--- config.mk ---
export PLATFORM = sky130hd
export DESIGN_NAME = tile_cfg_chain_seg
export DESIGN_NICKNAME = d
export VERILOG_FILES = /design/src/rtl/tile_cfg_chain_seg.sv
export SDC_FILE = /design/constraint.sdc
export NUM_CORES = 1
export LEC_CHECK = 0
export ABC_CLOCK_PERIOD_IN_PS = 7000
export CORE_MARGIN = 4
export CORE_UTILIZATION = 59
export DETAILED_ROUTE_END_ITERATION = 7
export HOLD_SLACK_MARGIN = 0.06
export PLACE_DENSITY = 0.84
export SETUP_SLACK_MARGIN = 0.05
export SYNTH_ARGS = -nofsm -noshare
export SYNTH_HDL_FRONTEND = slang
export SYNTH_SLANG_ARGS = --single-unit
--- constraint.sdc ---
create_clock -name prog_clk -period 7 [get_ports prog_clk]
set_clock_uncertainty 0.05 [all_clocks]
set_input_delay 1.4 -clock prog_clk [delete_from_list [all_inputs] [get_ports prog_clk]]
set_output_delay 1.4 -clock prog_clk [all_outputs]
set_load 0.05 [all_outputs]
--- src/rtl/tile_cfg_chain_seg.sv ---
// tile_cfg_chain_seg
//   One segment of a tile configuration chain. Bits shift from ccff_head into
//   a CFG_BITS+1 shadow register whose top bit is parity. A commit copies the
//   payload into the active register if the running parity is correct. A
//   capture loads the active configuration back into the shadow register so
//   it can be read back through ccff_tail.
//
// Parameters
//   CFG_BITS    payload width (>= 1)
//   ODD_PARITY  required XOR of payload+parity (0 even, 1 odd)
//
// Ports
//   prog_clk       configuration clock, rising edge
//   prog_reset     async active-high reset
//   config_enable  shift one bit per cycle while high
//   ccff_head      serial in
//   cfg_commit     request shadow -> active transfer
//   cfg_capture    request active -> shadow readback load
//   ccff_tail      serial out (top shadow bit)
//   cfg_active     active configuration to the fabric
//   cfg_valid      at least one good commit since reset
//   cfg_busy       state is LOAD or APPLY
//   cfg_err        sticky parity failure
module tile_cfg_chain_seg #(
  parameter int CFG_BITS   = 64,
  parameter bit ODD_PARITY = 1'b0
) (
  input  logic                prog_clk,
  input  logic                prog_reset,
  input  logic                config_enable,
  input  logic                ccff_head,
  input  logic                cfg_commit,
  input  logic                cfg_capture,
  output logic                ccff_tail,
  output logic [CFG_BITS-1:0] cfg_active,
  output logic                cfg_valid,
  output logic                cfg_busy,
  output logic                cfg_err
);

  typedef enum logic [1:0] {IDLE, LOAD, ARMED, APPLY} state_e;

  state_e              state_q, state_d;
  logic [CFG_BITS:0]   sr_q, sr_d;
  logic                p_q, p_d;
  logic [CFG_BITS-1:0] active_q, active_d;
  logic                valid_q, valid_d;
  logic                err_q, err_d;
  logic                busy_q, busy_d;
  logic                do_cap;
  logic                par_ok;

  assign par_ok = (p_q == ODD_PARITY);

  always_comb begin
    state_d  = state_q;
    active_d = active_q;
    valid_d  = valid_q;
    err_d    = err_q;
    do_cap   = 1'b0;
    unique case (state_q)
      IDLE: begin
        if (config_enable)    state_d = LOAD;
        else if (cfg_capture) do_cap  = 1'b1;
      end
      LOAD: begin
        if (!config_enable) state_d = ARMED;
      end
      ARMED: begin
        // Enable beats commit beats capture.
        if (config_enable) begin
          state_d = LOAD;
        end else if (cfg_commit) begin
          if (par_ok) begin
            state_d  = APPLY;
            active_d = sr_q[CFG_BITS-1:0];
            valid_d  = 1'b1;
            err_d    = 1'b0;
          end else begin
            state_d = IDLE;
            err_d   = 1'b1;
          end
        end else if (cfg_capture) begin
          do_cap  = 1'b1;
          state_d = IDLE;
        end
      end
      APPLY: begin
        state_d = config_enable ? LOAD : IDLE;
      end
      default: state_d = IDLE;
    endcase

    // Shifting is allowed in every state; capture only fires with enable low.
    sr_d = sr_q;
    p_d  = p_q;
    if (config_enable) begin
      sr_d = {sr_q[CFG_BITS-1:0], ccff_head};
      // Running parity: add the incoming bit, drop the outgoing one.
      p_d  = p_q ^ ccff_head ^ sr_q[CFG_BITS];
    end else if (do_cap) begin
      sr_d = {(^active_q) ^ ODD_PARITY, active_q};
      p_d  = ODD_PARITY;
    end

    busy_d = (state_d == LOAD) || (state_d == APPLY);
  end

  always_ff @(posedge prog_clk or posedge prog_reset) begin
    if (prog_reset) begin
      state_q  <= IDLE;
      sr_q     <= '0;
      p_q      <= 1'b0;
      active_q <= '0;
      valid_q  <= 1'b0;
      err_q    <= 1'b0;
      busy_q   <= 1'b0;
    end else begin
      state_q  <= state_d;
      sr_q     <= sr_d;
      p_q      <= p_d;
      active_q <= active_d;
      valid_q  <= valid_d;
      err_q    <= err_d;
      busy_q   <= busy_d;
    end
  end

  assign ccff_tail  = sr_q[CFG_BITS];
  assign cfg_active = active_q;
  assign cfg_valid  = valid_q;
  assign cfg_err    = err_q;
  assign cfg_busy   = busy_q;

endmodule

==> metrics.txt, run 1 <==
outcome finished, final reports clean; min Tclk post-route 3446 ps; clock root buffer clkbuf_8; vias in the first global route around 4200; Core Area roughly 9400 µm²; Skew-Pair Late Insertion Delay between 500 and 600 ps; syn_area_per_cell between 10 and 15 µm²; Inserted Clock Buffers 17; critical path endpoint category register; Clock transition at path regs around 60 ps; DRC violations left 0; routability congestion estimate 0.7999; row count 35; synthesized flop and latch total around 130; Critical Path Max Stage Delay roughly 980 ps; drt wl/cell between 15 and 20 µm; Sum Neg Setup Slack 0 ps; hold crit path type register to register; crit path DAT approximately 3800 ps; CP Data Required Time around 7300 ps; Register-to-Register Path Depth 5; die area 11420 µm²; vias per cell roughly 5.7; die width 106.8 µm; Max Cap Violations 0; Worst setup startpoint config_enable; CP Launch Type input port; Final setup viols 0; Detailed Place HPWL around 7.6 mm; most frequent cells in the layout dfrtp_1 (134), nor2_1 (125), clkdlybuf4s50_1 (73); Critical Path Slowest Stage Cell inv_2; Fmax achieved about 290 MHz; port buffer count 73; gr usage total 0.2374; Worst-Margin Slew 1203 ps; crit path max fanout between 60 and 70; Starting Density 0.6151; Crit Path Class input port to register; layout cells sized above 1 0.1821; First DRT Iteration DRCs around 230; pin count of the biggest net entering global routing 79; Syn Nets roughly 510; Ant. Diodes 0; hold buffers post-CTS 0; pre-CTS setup slack 3113 ps; Slew Limit Fails 0; Seq/Total Area, Yosys 0.5817; initial antenna violation count 0; critical path's most frequent cell nor2_1; critical path capture point sr_q[60]$_DFFE_PP0P_; Layout Nets between 500 and 600; clock tree buffer depth 2; # resized after CTS 0; I/O pins 74; P&R area growth vs syn 25.03%; Pre-Repair DR Iteration Count 5; Yosys cell types 24; r2r endpoint sr_q[45]$_DFFE_PP0P_; Vias 4071; TritonCTS clock tree yes; YS warnings 0; Final Hold Fails 0; most common cell after layout, fill and taps aside dfrtp_1; Final WS setup 3554 ps; period utilization 0.4923; Reg2Reg Launch Point state_q[1]$_DFF_PP0_; Post-CTS Repair Setup Buffers 0; antenna viol nets, final 0; R2R Setup Slk between 4000 and 5000 ps; Die H approximately 110 µm; final WL around 13 mm; gr ovfl total 0; CTS sink cnt around 130; Synth Cell Area between 5000 and 6000 µm²; Slew HR 0.1980; Fillers 616; H-tree depth 4; gate count after technology mapping between 500 and 600; first-pass GRT wire length 21.41 mm; RSZ-0062 raised after global routing no; Hold Startpoint cfg_valid$_DFFE_PP0P_; CP cell instances clkdlybuf4s50_1, inv_2, o21ai_4, buf_4, nor2_1, nor2_1
## worst min-delay path by stage
stage          slack, ps                     to  cells past startpoint
2_1_floorplan        440   sr_q[63]$_DFFE_PP0P_                      2
3_3_place_gp         400  cfg_valid$_DFFE_PP0P_                      1
3_5_place_dp         430  cfg_valid$_DFFE_PP0P_                      1
4_1_cts              450  cfg_valid$_DFFE_PP0P_                      1
5_1_grt              470  cfg_valid$_DFFE_PP0P_                      1
6_report             450  cfg_valid$_DFFE_PP0P_                      1
## worst max-delay path: cells and delay by family
family / cells / cell delay [ps]
AND/OR/NAND/NOR: 2 / 280
buffers and inverters: 3 / 1990
AO/OA/AOI/OAI: 1 / 90
## synth_stat cells (all sizes together)
| cell type | number | area share |
|---|---|---|
| o22ai | 61 | 0.066 |
| buf | 13 | 0.010 |
| nand2 | 3 | 0.0020 |
| mux2i | 1 | 0.0017 |
| o21ai | 3 | 0.0026 |
| nor2 | 125 | 0.081 |
| dfrtp | 134 | 0.58 |
| nor4 | 1 | 0.0011 |
| clkbuf | 15 | 0.0098 |
| a211oi | 1 | 0.0013 |
| or3 | 1 | 0.0011 |
| a22oi | 1 | 0.0013 |
| or2 | 1 | 0.0011 |
| nor3 | 2 | 0.0017 |
| nor2b | 1 | 0.0011 |
| xnor2 | 56 | 0.085 |
| a222oi | 3 | 0.0052 |
| o31ai | 1 | 0.0013 |
| inv | 5 | 0.0033 |
| mux2 | 65 | 0.13 |
| xor2 | 9 | 0.014 |
## cell families (layout without fill, tap and decap cells)
family                 Yosys count  in the layout  synth area share
XOR/XNOR                        65             65           0.09876
AND/OR/NAND/NOR                134            134           0.08943
multiplexers                    66             66            0.1287
buffers and inverters           33            113           0.02344
flip-flops                     134            134            0.5817
AO/OA/AOI/OAI                   70             70           0.07793
## sequential cells by signal, summed over array words and instances (netlist names)
signal	count
cfg_active	64
cfg_err	1
cfg_valid	1
p_q	1
sr_q	65
state_q	2
## area by class of cell
type	instances	area, µm²	area share
Clock buffer	21	469.2	0.06510
Clock inverter	10	146.4	0.02031
Tap cell	129	161.4	0.02240
Inverter	5	21.27	0.002951
Timing Repair Buffer	77	760.7	0.1056
Sequential cell	134	3353	0.4653
Multi-Input combinational cell	335	2295	0.3184
## per-layer routing
metal | global-route usage | wire length [µm]
met2 | 0.3840 | 6523
met1 | 0.3175 | 5305
met5 | 0 | 0
met4 | 0.09406 | 230
met3 | 0.04816 | 672
## stage by stage
stage                     cell area, µm²    util  hold slack (ps)  std cells
after floorplan                     5764       -            442.0        502
final                               7207  0.7690            447.5        711
after global routing                7207  0.7690            468.2        711
after detailed placement            6591  0.7033            434.1        680
after global placement              6591  0.7033            404.3        680
after CTS                           7207  0.7690            448.9        711
Power of run 1 is not shown: default switching activity piles up to over one toggle a cycle in this logic, so the estimate is an artifact.
==> run 2: changes to the inputs <==
ABC_CLOCK_PERIOD_IN_PS = 3400   (was 7000)
CORE_UTILIZATION = 55   (was 59)
PLACE_DENSITY = 0.79   (was 0.84)
clock period = 3.4 ns   (was 7 ns; I/O delays follow)
==> run 2 against run 1 <==
  * Register-to-register slack got worse by 3400 ps
  * Final area barely moved
  * Highest routed layer unchanged
  * Hold slack got worse by 17 ps
  * Wire length shrank 3.8%
  * Non-clock buffer count increased by 3
  * First-iteration DRC count rose by 28%
  * Sequential share of layout area hardly changed
  * Setup slack got worse by 2800 ps
  * Via count is 1.4% lower
  * Cell count increased by 1.4%
==> metrics.txt, run 2 (synthesized netlist as in run 1, its figures left out) <==
drt wl/cell 17.00 µm (-5.1%); Max Cap Violations 0 (unchanged); Hold WS 430.6 ps (-16.84 ps); Detailed Place HPWL 7.498 mm (-1.5%); Core Area 10280 µm² (+9.7%); Final Hold Fails 0 (unchanged); clock tree buffer depth 2 (unchanged); most frequent cells in the layout dfrtp_1 (134), nor2_1 (125), clkdlybuf4s50_1 (73); initial antenna violation count 0 (unchanged); TritonCTS clock tree yes; DRC violations left 0 (unchanged); Critical Path Slowest Stage Cell clkdlybuf4s50_1; CP Data Required Time 2670 ps (-4670 ps); CTS sink cnt 134 (unchanged); H-tree depth 4 (unchanged); Pre-Repair DR Iteration Count 4 (-1); routability congestion estimate 0.7866 (-1.7%); Critical Path Max Stage Delay 890 ps (-90 ps); crit path max fanout 10 (-84%); vias in the first global route 4076 (-3.6%); antenna viol nets, final 0 (unchanged); M1 WL 5.401 mm (+1.8%); R2R Setup Slk 1370 ps (-3370 ps); port buffer count 73 (unchanged); Buf/Inv on CP 1 (-2); First DRT Iteration DRCs 298 (+28%); Worst setup startpoint state_q[0]$_DFF_PP0_; Inserted Clock Buffers 17 (unchanged); Max Used Layer met4; P&R area growth vs syn 25.11% (about the same); most common cell after layout, fill and taps aside dfrtp_1; # resized after CTS 0 (unchanged); critical path endpoint category primary output; Slew HR 0.5259 (+0.3279); Starting Density 0.5609 (-0.05422); period utilization 0.7910; CP cell instances clkdlybuf4s50_1; Ant. Diodes 0 (unchanged); Skew-Pair Late Insertion Delay 510 ps (about the same); critical path capture point cfg_busy; placed insts 690 (+1.5%); final cell count without fillers 721 (+1.4%); Post-CTS Repair Setup Buffers 0 (unchanged); Clock transition at path regs 60 ps (about the same); CP delay by family, top buffers and inverters; vias per cell 5.569 (-2.7%); hold buffers post-CTS 0 (unchanged); max FFs per register 65 (unchanged); row count 37 (+5.7%); post-route cell area 7212 µm² (about the same); Final setup viols 0 (unchanged); die width 110.4 µm (+3.3%); clock root buffer clkbuf_8; Register-to-Register Path Depth 6 (+1); hold depth 1 (unchanged); gr ovfl total 0 (unchanged); Sum Neg Setup Slack 0 ps (unchanged); Worst-Margin Slew 711.1 ps (-491.9 ps); crit path DAT 1960 ps (-1830 ps); WL met3 521 µm (-22%); pin count of the biggest net entering global routing 135 (+71%); hold crit path type register to register; I/O pins 74 (unchanged); Die H 110.4 µm (+3.3%); gr usage total 0.2168 (-0.02057); outcome finished, final reports clean; Post-DP Area 6661 µm² (+1.1%); layout cells sized above 1 0.1863 (+0.004194); Critical Path Stages 1 (-5); Crit Path Class register to primary output; die area 12180 µm² (+6.7%); Reg2Reg Launch Point state_q[1]$_DFF_PP0_; first-pass GRT wire length 20.37 mm (-4.9%); Layout Nets 579 (+0.52%); register with the most flip-flops sr_q; Vias 4015 (-1.4%); Slew Limit Fails 0 (unchanged); min Tclk post-route between 2000 and 3000 ps; routed wl met2 6.291 mm (-3.6%); Fmax achieved 371.8 MHz; final WL 12.25 mm (-3.8%); RSZ-0062 raised after global routing no; CP Launch Type register; r2r endpoint sr_q[47]$_DFFE_PP0P_
## run 2: metal layers
layer	vias up	track usage
li1	1874	-
met1	2035	0.2920
met2	102	0.3566
met3	4	0.05766
met4	0	0.04749
met5	-	0
## run 2: final cells by class
type / count / area [µm²]
fillers: 749 / 3065
inverters: 5 / 22.52
clock inverters: 14 / 136.4
clock buffers: 17 / 414.1
flip-flops and latches: 134 / 3353
repair buffers: 80 / 820.8
multi-input cells: 335 / 2295
well taps: 136 / 170.2
## run 2: worst reg2reg max path, stage by stage, from the launching register on
cell,delay (ps)
dfrtp_1,390
nand2_1,140
nand2_1,150
or3_2,590
buf_4,310
o22ai_1,220
nor2_1,70
## run 2: stage by stage
| step | worst slack (ps) | util |
|---|---|---|
| global route | 624.1 | 0.7017 |
| floorplan | 1005 | - |
| global placement | 693.2 | 0.6482 |
| finish | 710.5 | 0.7017 |
| CTS | 699.9 | 0.7017 |
| detailed placement | 627.4 | 0.6482 |
## run 2: how the worst min path moves through the flow
stage | from | to | slack [ps]
floorplan | sr_q[63]$_DFFE_PP0P_ | sr_q[63]$_DFFE_PP0P_ | 440
global placement | cfg_valid$_DFFE_PP0P_ | cfg_valid$_DFFE_PP0P_ | 400
detailed placement | cfg_valid$_DFFE_PP0P_ | cfg_valid$_DFFE_PP0P_ | 410
CTS | cfg_valid$_DFFE_PP0P_ | cfg_valid$_DFFE_PP0P_ | 430
global route | cfg_valid$_DFFE_PP0P_ | cfg_valid$_DFFE_PP0P_ | 450
finish | cfg_valid$_DFFE_PP0P_ | cfg_valid$_DFFE_PP0P_ | 430
Power of run 2 is left out for the same reason.
==> run 3: changes to the inputs <==
ABC_CLOCK_PERIOD_IN_PS = 2380   (was 3400)
CORE_UTILIZATION = 50   (was 55)
PLACE_DENSITY = 0.76   (was 0.79)
clock period = 2.38 ns   (was 3.4 ns; I/O delays follow)
==> run 3 against run 2 <==
  * Sequential share of layout area decreased by 1.6 points
  * Hold slack got worse by 57 ps
  * Critical path depth unchanged
  * First-iteration DRC count increased by 1.7%
  * Via count increased by 2.2%
  * Register-to-register slack got worse by 850 ps
  * Wire length increased by 4.4%
  * Final area increased by 3.5%
  * Non-clock buffer count increased by 14
  * Cell count increased by 2.5%
  * Global-route usage decreased by 1.2 points
  * Critical endpoint is now cfg_active[16]
  * Highest routed layer unchanged
==> metrics.txt, run 3 (synthesized netlist as in run 1, its figures left out) <==
initial antenna violation count 0 (unchanged); die area 13310 µm² (+9.3%); Starting Density 0.5203 (-0.04054); Fillers 805 (+7.5%); antenna viol nets, final 0 (unchanged); Core Area 11080 µm² (+7.8%); outcome finished, final reports clean; Critical Path Stages 1 (unchanged); die width 115.4 µm (+4.5%); clock root buffer clkbuf_16; RSZ-0062 raised after global routing no; hold crit path type input port to asynchronous set/reset pin; Sum Neg Setup Slack 0 ps (unchanged); TritonCTS clock tree yes; Detailed Place HPWL 8.458 mm (+13%); Pre-Repair DR Iteration Count 5 (+1); DRC violations left 0 (unchanged); max FFs per register 65 (unchanged); critical path capture point cfg_active[16]; first-pass GRT wire length 21.40 mm (+5.1%); # resized after CTS 0 (unchanged); Die H 115.4 µm (+4.5%); CP Data Required Time 1850 ps (-820 ps); CP cell instances clkdlybuf4s50_1; Fmax achieved about 440 MHz; H-tree depth 4 (unchanged); port buffer count 73 (unchanged); Buf/Inv on CP 1 (unchanged); I/O pins 74 (unchanged); CTS sink cnt 134 (unchanged); pin count of the biggest net entering global routing 55 (-59%); Critical Path Max Stage Delay 870 ps (-20 ps); Crit Path Class register to primary output; Register-to-Register Path Depth 5 (-1); CP Launch Type register; drt wl/cell 17.31 µm (+1.8%); Clock transition at path regs 50 ps (about the same); Post-CTS Repair Setup Buffers 0 (unchanged); gr ovfl total 0 (unchanged); Worst-Margin Slew 522.5 ps (-188.6 ps); Hold WS 373.5 ps (-57.10 ps); Skew-Pair Late Insertion Delay 410 ps (-100 ps); Slew HR 0.6506 (+0.1247); routability congestion estimate 0.7996 (+1.7%); final WL 12.79 mm (+4.4%); Max Cap Violations 0 (unchanged); P&R area growth vs syn 29.52%; Critical Path Slowest Stage Cell clkdlybuf4s50_1; Final setup viols 0 (unchanged); First DRT Iteration DRCs 303 (+1.7%); crit path DAT 1730 ps (-230 ps); vias per cell 5.555 (-0.25%); critical path endpoint category primary output; layout cells sized above 1 0.2053 (+0.01902); vias in the first global route 4311 (+5.8%); register with the most flip-flops sr_q; Worst setup startpoint cfg_active[16]$_DFFE_PP0P_; min Tclk post-route roughly 2300 ps; r2r endpoint cfg_active[1]$_DFFE_PP0P_; hold buffers post-CTS 0 (unchanged); Slew Limit Fails 0 (unchanged); most frequent cells in the layout dfrtp_1 (134), nor2_1 (125), clkdlybuf4s50_1 (73); CP delay by family, top buffers and inverters; period utilization 0.9475; clock tree buffer depth 2 (unchanged); Ant. Diodes 0 (unchanged); gr usage total 0.2047 (-0.01218); Final Hold Fails 0 (unchanged); row count 38 (+2.7%); Layout Nets 593 (+2.4%); most common cell after layout, fill and taps aside dfrtp_1; Vias 4105 (+2.2%); R2R Setup Slk 520 ps (-850 ps); crit path max fanout 4 (-6); Inserted Clock Buffers 17 (unchanged); Reg2Reg Launch Point state_q[0]$_DFF_PP0_
[run 3: final cells by class]
cell class,instances,area (µm²),share of cell area
well taps,140,175.2,0.02346
flip-flops and latches,134,3353,0.4491
multi-input cells,335,2295,0.3074
clock inverters,12,153.9,0.02061
inverters,5,22.52,0.003017
clock buffers,19,452.9,0.06067
repair buffers,94,1013,0.1357
[run 3: metal layers]
metal / global-route usage / routed length, µm / part of all wire
met2: 0.3241 / 6301 / 0.49
met3: 0.04789 / 536 / 0.042
met1: 0.2739 / 5728 / 0.45
met5: 0 / 0 / 0
met4: 0.08294 / 222 / 0.017
[run 3: metrics by stage]
step	instance area (µm²)	instances	setup slack, ps	utilization
floorplan	5768	502	188.8	-
global placement	6859	708	118.1	0.6192
detailed placement	6859	708	57.31	0.6192
CTS	7466	739	102.9	0.6739
global route	7466	739	82.06	0.6739
finish	7466	739	124.9	0.6739
[run 3: worst min-delay path by stage]
| stage | startpoint | to | slack (ps) | cells past startpoint |
|---|---|---|---|---|
| final | prog_reset | sr_q[11]$_DFFE_PP0P_ | 370 | 2 |
| after global routing | prog_reset | state_q[1]$_DFF_PP0_ | 410 | 2 |
| after CTS | prog_reset | state_q[1]$_DFF_PP0_ | 380 | 2 |
| after detailed placement | cfg_valid$_DFFE_PP0P_ | cfg_valid$_DFFE_PP0P_ | 410 | 1 |
| after global placement | cfg_valid$_DFFE_PP0P_ | cfg_valid$_DFFE_PP0P_ | 410 | 1 |
| after floorplan | sr_q[63]$_DFFE_PP0P_ | sr_q[63]$_DFFE_PP0P_ | 440 | 2 |
Power of run 3 is left out for the same reason.
